<file path="src/rtl/traffic_light_pkg.sv">
// Shared light encoding, monitor fault/state types, and the single definition of the legal light order.
// The generator and the monitor both use next_light() so they cannot disagree on sequencing.
package traffic_light_pkg;

    typedef enum logic [1:0] {
        GREEN  = 2'b00,
        YELLOW = 2'b01,
        RED    = 2'b10
    } trafic_light_t;

    typedef enum logic [1:0] {
        F_NONE    = 2'b00,
        F_ILLEGAL = 2'b01,
        F_INVALID = 2'b10,
        F_STUCK   = 2'b11
    } fault_code_t;

    typedef enum logic [1:0] {
        ARMING = 2'b00,
        TRACK  = 2'b01,
        FAULT  = 2'b10
    } monitor_state_t;

    function automatic trafic_light_t next_light(input trafic_light_t cur);
        trafic_light_t nxt;
        case (cur)
            GREEN:   nxt = YELLOW;
            YELLOW:  nxt = RED;
            RED:     nxt = GREEN;
            default: nxt = GREEN;
        endcase
        return nxt;
    endfunction

    function automatic logic light_is_valid(input trafic_light_t t);
        return (t == GREEN) || (t == YELLOW) || (t == RED);
    endfunction

endpackage

</file>
<file path="src/rtl/light_dwell_counter.sv">
// Saturating phase-dwell counter: clear has priority over increment, one-cycle update latency.
// No backpressure; at_max flags the all-ones value where increments stop.
module light_dwell_counter #(
    parameter int DW_W = 8
) (
    input  logic            clk,
    input  logic            asyn_n_reset,
    input  logic            clr,
    input  logic            inc,
    output logic [DW_W-1:0] cnt,
    output logic            at_max
);

    logic [DW_W-1:0] cnt_q;
    logic [DW_W-1:0] cnt_d;

    assign at_max = &cnt_q;
    assign cnt    = cnt_q;

    always_comb begin
        cnt_d = cnt_q;
        if (clr) begin
            cnt_d = '0;
        end else if (inc && !at_max) begin
            cnt_d = cnt_q + DW_W'(1);
        end
    end

    always_ff @(posedge clk or negedge asyn_n_reset) begin
        if (!asyn_n_reset) begin
            cnt_q <= '0;
        end else begin
            cnt_q <= cnt_d;
        end
    end

endmodule

</file>
<file path="src/rtl/traffic_light_monitor.sv">
// In-design checker of the GREEN->YELLOW->RED order: latches the first fault, pulses every fault event.
// All outputs registered, one edge after the offending sample; pure observer, never backpressures.
module traffic_light_monitor
    import traffic_light_pkg::*;
#(
    parameter int MAX_DWELL = 16,
    parameter int DW_W      = 8,
    parameter int CNT_W     = 16
) (
    input  logic             clk,
    input  logic             asyn_n_reset,
    input  trafic_light_t    tf_in,
    input  logic             clr_fault,
    output logic             fault,
    output fault_code_t      fault_code,
    output logic             illegal_pulse,
    output logic [DW_W-1:0]  dwell,
    output logic [CNT_W-1:0] cycle_cnt
);

    monitor_state_t   state_q, state_d;
    trafic_light_t    prev_q, prev_d;
    logic             fault_q, fault_d;
    fault_code_t      code_q, code_d;
    logic             pulse_q, pulse_d;
    logic [CNT_W-1:0] cnt_q, cnt_d;

    logic             dw_clr, dw_inc, dw_at_max;
    logic [DW_W-1:0]  dw_cnt;

    logic             hold, legal, ev_invalid, ev_illegal, ev_stuck;
    fault_code_t      ev_code;

    light_dwell_counter #(
        .DW_W(DW_W)
    ) u_dwell (
        .clk         (clk),
        .asyn_n_reset(asyn_n_reset),
        .clr         (dw_clr),
        .inc         (dw_inc),
        .cnt         (dw_cnt),
        .at_max      (dw_at_max)
    );

    // A prev_tf that is itself invalid (only reachable in FAULT) never makes a change illegal.
    always_comb begin
        hold       = (tf_in == prev_q);
        legal      = !hold && light_is_valid(tf_in) && light_is_valid(prev_q)
                     && (tf_in == next_light(prev_q));
        ev_invalid = !hold && !light_is_valid(tf_in);
        ev_illegal = !hold && light_is_valid(tf_in) && light_is_valid(prev_q) && !legal;
        ev_stuck   = hold && !dw_at_max && ((dw_cnt + DW_W'(1)) == DW_W'(MAX_DWELL));
        if (ev_invalid)      ev_code = F_INVALID;
        else if (ev_illegal) ev_code = F_ILLEGAL;
        else if (ev_stuck)   ev_code = F_STUCK;
        else                 ev_code = F_NONE;
    end

    always_comb begin
        state_d = state_q;
        prev_d  = prev_q;
        fault_d = fault_q;
        code_d  = code_q;
        pulse_d = 1'b0;
        cnt_d   = cnt_q;
        dw_clr  = 1'b0;
        dw_inc  = 1'b0;
        case (state_q)
            ARMING: begin
                prev_d = tf_in;
                dw_clr = 1'b1;
                if (!light_is_valid(tf_in)) begin
                    state_d = FAULT;
                    fault_d = 1'b1;
                    code_d  = F_INVALID;
                    pulse_d = 1'b1;
                end else begin
                    state_d = TRACK;
                end
            end
            TRACK: begin
                if (hold) begin
                    dw_inc = 1'b1;
                end else begin
                    prev_d = tf_in;
                    dw_clr = 1'b1;
                end
                if (ev_code != F_NONE) begin
                    state_d = FAULT;
                    fault_d = 1'b1;
                    code_d  = ev_code;
                    pulse_d = 1'b1;
                end else if (legal && (prev_q == RED)) begin
                    cnt_d = cnt_q + CNT_W'(1);
                end
            end
            FAULT: begin
                // Clear beats any violation seen on the same edge; ARMING re-samples next.
                if (clr_fault) begin
                    state_d = ARMING;
                    fault_d = 1'b0;
                    code_d  = F_NONE;
                    dw_clr  = 1'b1;
                end else begin
                    if (hold) begin
                        dw_inc = 1'b1;
                    end else begin
                        prev_d = tf_in;
                        dw_clr = 1'b1;
                    end
                    pulse_d = (ev_code != F_NONE);
                end
            end
            default: begin
                state_d = ARMING;
            end
        endcase
    end

    always_ff @(posedge clk or negedge asyn_n_reset) begin
        if (!asyn_n_reset) begin
            state_q <= ARMING;
            prev_q  <= GREEN;
            fault_q <= 1'b0;
            code_q  <= F_NONE;
            pulse_q <= 1'b0;
            cnt_q   <= '0;
        end else begin
            state_q <= state_d;
            prev_q  <= prev_d;
            fault_q <= fault_d;
            code_q  <= code_d;
            pulse_q <= pulse_d;
            cnt_q   <= cnt_d;
        end
    end

    assign fault         = fault_q;
    assign fault_code    = code_q;
    assign illegal_pulse = pulse_q;
    assign dwell         = dw_cnt;
    assign cycle_cnt     = cnt_q;

endmodule

</file>
<file path="config.mk">
export PLATFORM = sky130hd
export DESIGN_NAME = traffic_light_monitor
export DESIGN_NICKNAME = d
export VERILOG_FILES = /design/src/rtl/traffic_light_pkg.sv /design/src/rtl/light_dwell_counter.sv /design/src/rtl/traffic_light_monitor.sv
export SDC_FILE = /design/constraint.sdc
export NUM_CORES = 1
export LEC_CHECK = 0
export ABC_CLOCK_PERIOD_IN_PS = 3000
export BUFFER_PORTS_ARGS = -buffer_cell sky130_fd_sc_hd__buf_2
export CAP_MARGIN = 20
export CORE_MARGIN = 3
export CORE_UTILIZATION = 35
export CTS_CLUSTER_DIAMETER = 150
export CTS_CLUSTER_SIZE = 30
export DETAILED_ROUTE_END_ITERATION = 8
export PLACE_DENSITY = 0.63
export SLEW_MARGIN = 10
export SYNTH_ARGS = -nofsm -noshare
export SYNTH_HDL_FRONTEND = slang
export SYNTH_HIERARCHICAL = 1
export SYNTH_SLANG_ARGS = --single-unit
</file>
<file path="constraint.sdc">
create_clock -name clk -period 3 [get_ports clk]
set_input_delay 0.15 -clock clk [delete_from_list [all_inputs] [get_ports clk]]
set_output_delay 0.15 -clock clk [all_outputs]
set_load 0.005 [all_outputs]
</file>
==> out/summary.md <==
The flow ran to the end, and the final reports show no timing, DRC or antenna violations. The critical path data required time is 3.15 ns, and the routed length on met3 is 207 µm. The detailed-routing wirelength on met1 is 2020 µm, and the growth of design area from synthesis to finish is 17.0%. The first detailed-routing pass took 4 iterations. In this run, the number of DRC markers left after iteration 0 of detailed routing was 35. CTS saw 32 sinks. Measured along the y axis, the die boundary spans 80.4 µm. The H-tree was split into 2 levels. The insertion delay to the later sink of the worst-skew pair was 0.27 ns; the highest ir drop seen on vdd was 0.000316 V.

The global-route wire length before repair is 6760 µm. Die width: 80.4 µm. Entering global routing, the biggest net connects 33 pins. The floorplan has 26 rows. The worst setup path is captured at a flip-flop. For this run, the slowest stage of the critical path takes 0.57 ns. The tools report the worst max-slew margin expressed relative to the limit as 0.507. Walking the worst path, the cells encountered are inv_1 > ha_1 > nor2b_1 > nor2_1 > nor3b_1 > nand4_1 > o31ai_1 > a21oi_1. Class of the tightest hold or removal check: input port to flip-flop. By area the synthesized netlist is led by sky130_fd_sc_hd__dfrtp_1, sky130_fd_sc_hd__xor2_1, sky130_fd_sc_hd__ha_1, sky130_fd_sc_hd__xnor2_1, sky130_fd_sc_hd__nand2_1. The logs give 0 for the post-route antenna net violation count and 0 for the remaining global-route overflow. The design draws 1.51 mW.

The number of vias per cell was 5.22. Total length of routed wires: 4060 µm. The initial antenna violation count came out at 0. The fraction of synthesized cell area in xor and xnor cells works out to 0.0813. The type of origin of the critical path was a flip-flop. Data arrives at the worst endpoint at 2.72 ns.

Setup repair after global routing left no endpoint under its margin. The post-synthesis adder-cell area fraction was 0.0387; the synthesis-stage register bit count was 32. Derived from the worst setup path, the maximum achievable clock frequency is 0.390 GHz. Worst setup path category: flip-flop to flip-flop.

The final layout contains 238 nets. The global-route total usage across every layer is 0.131. The tools report the initial core utilization as 0.370. The tools report the post-synthesis instance total as 192. Cell type contributing the most total cell area after synthesis: sky130_fd_sc_hd__dfrtp_1. The combinational family with the most area after synthesis is simple AND/OR/NAND/NOR gates. The number of clock buffers added by TritonCTS is 5.

For the count of cell types in the netlist, the log shows 55. The primary flip-flop cell chosen by synthesis mapping is sky130_fd_sc_hd__dfrtp_1. The final cycle utilization of the critical path is 0.854, and the share of synthesized area occupied by flip-flops and latches is 0.413.

The tools report the number of placed I/O pins as 33. The highest fanout seen on the critical path is 6. The area fraction in and, or, nand and nor cells after synthesis is 0.256, and the post-synthesis net count is 203. The share of synthesized area spent on multiplexers is 0.0303. The detail-routed net length per standard cell came out at 13.6 µm. The via count of the first global-routing pass came out at 1387. For the finished layout, the period the worst path requires is 2.56 ns. On the critical path the largest part of the delay comes from simple AND/OR/NAND/NOR gates. The ratio of cells with drive above 1 in the final layout works out to 0.246.

Setup slack on the worst reg-to-reg path comes out at 0.44 ns. Buffers added to address setup during post-CTS repair amount to 0. Routed signal wires occupy layers up through met4. For the clock skew, the log shows 0.00590 ns.

The run gives 2840 µm as the placed wire-length estimate. The root buffer cell chosen for the clock tree is sky130_fd_sc_hd__clkbuf_8. The overall die area was 0.00647 mm²; the measured slew at the worst slew-check pin was 0.740 ns. The final setup TNS is 0 ns. The port buffer count is 32, and the final routed DRC violation total is 0. The share of the synthesized area in compound gates (AO/OA/AOI/OAI) is 0.141, and the standard cell core area is 0.00524 mm². The share of the synthesized area in the top cell type is 0.413, and the clock-pin slew reported for the worst setup and hold paths after clock tree synthesis is 0.07 ns.

The count of warnings emitted by yosys is 6. The summed instance area of the synthesized netlist came out at 0.00194 mm². TritonCTS built the clock tree. The met2 routed wirelength is 1810 µm.

Detailed routing inserted a total of 1555 vias. In this run the static leakage power is 1.09 nW. No sink is reached through more buffers than the 2 on the longest clock path.

Most used standard cell by instance count after synthesis: sky130_fd_sc_hd__dfrtp_1. The cell with the biggest individual delay on the critical path is sky130_fd_sc_hd__nor3b_1. The congestion estimate from routability-driven global placement came to 0.857. The power density over the cells was 666 mW/mm²; the final number of max-transition violations was 0. The fraction of registers with async set or reset after synthesis is 1.00, and the combined buffer and inverter count along the critical path is 1. Setup violations remaining at the end of the flow were counted as 0.

The number of synthesized flops with an enable pin works out to 0. Post-CTS repair changed the size of 0 cells. The tools report the number of hold-slack violations in the final timing report as 0.

In this run the mean area of a mapped cell was 10.1 µm². Max-cap violations in this run came to 0. The commonest cells after synthesis are sky130_fd_sc_hd__dfrtp_1, sky130_fd_sc_hd__nand2_1, sky130_fd_sc_hd__nor2_1. The tools report the antenna cell count as 0.
[layout make-up]
type                       count  area [µm²]
inverter                       9        33.8
timing repair buffer          34         178
multi-input combinational    145        1060
fill                         504        2970
tap                           70        87.6
clock inverter                 2        35.0
sequential                    32         801
clock buffer                   6        72.6
[layout by cell type, fill, tap and decap left out, types with 3 or more instances in the layout]
cell type / Yosys / final
sky130_fd_sc_hd__dfrtp_1: 32 / 32
sky130_fd_sc_hd__buf_2: 2 / 32
sky130_fd_sc_hd__nand2_1: 15 / 15
sky130_fd_sc_hd__nor2_1: 11 / 11
sky130_fd_sc_hd__a21oi_1: 10 / 10
sky130_fd_sc_hd__xor2_1: 10 / 10
sky130_fd_sc_hd__inv_1: 9 / 9
sky130_fd_sc_hd__xnor2_1: 8 / 8
sky130_fd_sc_hd__nor3_1: 8 / 8
sky130_fd_sc_hd__nand4_1: 6 / 6
sky130_fd_sc_hd__ha_1: 6 / 6
sky130_fd_sc_hd__nand2b_1: 5 / 5
sky130_fd_sc_hd__nand3_1: 5 / 5
sky130_fd_sc_hd__clkbuf_8: 0 / 5
sky130_fd_sc_hd__a31oi_1: 4 / 4
sky130_fd_sc_hd__nor2b_1: 4 / 4
sky130_fd_sc_hd__mux2_2: 3 / 3
sky130_fd_sc_hd__o2111ai_1: 3 / 3
sky130_fd_sc_hd__o211ai_1: 3 / 3
sky130_fd_sc_hd__o31ai_1: 3 / 3
[state kept, by name, indices dropped and copies added (netlist names)]
register,count
cycle_cnt,16
u_dwell/cnt,8
fault_code,2
prev_q,2
state_q,2
fault,1
illegal_pulse,1
[power by group]
group	internal, mW	total [mW]	switching (mW)
clock network	0.246	0.404	0.157
registers	0.493	0.567	0.0740
logic	0.254	0.540	0.286
[worst paths after layout]
kind / cells after the start / startpoint / to
setup / recovery: 8 / state_q[0] / u_dwell/cnt[7]
hold / removal: 2 / tf_in[0] / prev_q[0]
setup reg to reg: 8 / state_q[0] / u_dwell/cnt[7]
hold reg to reg: 1 / cycle_cnt[15] / cycle_cnt[15]
max in group asynchronous: 2 / asyn_n_reset / u_dwell/cnt[0]
min in group asynchronous: 2 / asyn_n_reset / fault_code[0]
[logic make-up after synthesis]
group	after synthesis
AOI/OAI and AO/OA	38
xor gates and xnor gates	18
adders and majority gates	6
buffers and inverters	15
DFF	32
muxes	5
and+or+nand+nor	78
[layer usage]
metal / GRT usage / vias to the layer above
met4: 0.0253 / 0
met1: 0.185 / 739
li1: - / 774
met3: 0.0359 / 2
met5: 0 / -
met2: 0.201 / 40
[repair_timing]
item,CTS,global route
hold buffers,1,0
hold endpoints to repair,32,0
setup endpoints to repair,0,0
[stage by stage]
stage | setup slack (ns) | utilization | hold WS (ns) | instance area [µm²] | instances
floorplan | 0.800 | - | -0.146 | 1940 | 192
global placement | 0.572 | 0.411 | 0.267 | 2150 | 289
detailed placement | 0.472 | 0.411 | 0.263 | 2150 | 289
CTS | 0.455 | 0.433 | 0.286 | 2270 | 298
global route | 0.120 | 0.433 | 0.298 | 2270 | 298
finish | 0.437 | 0.433 | 0.288 | 2270 | 298
Power figures use the tool's default switching activity.
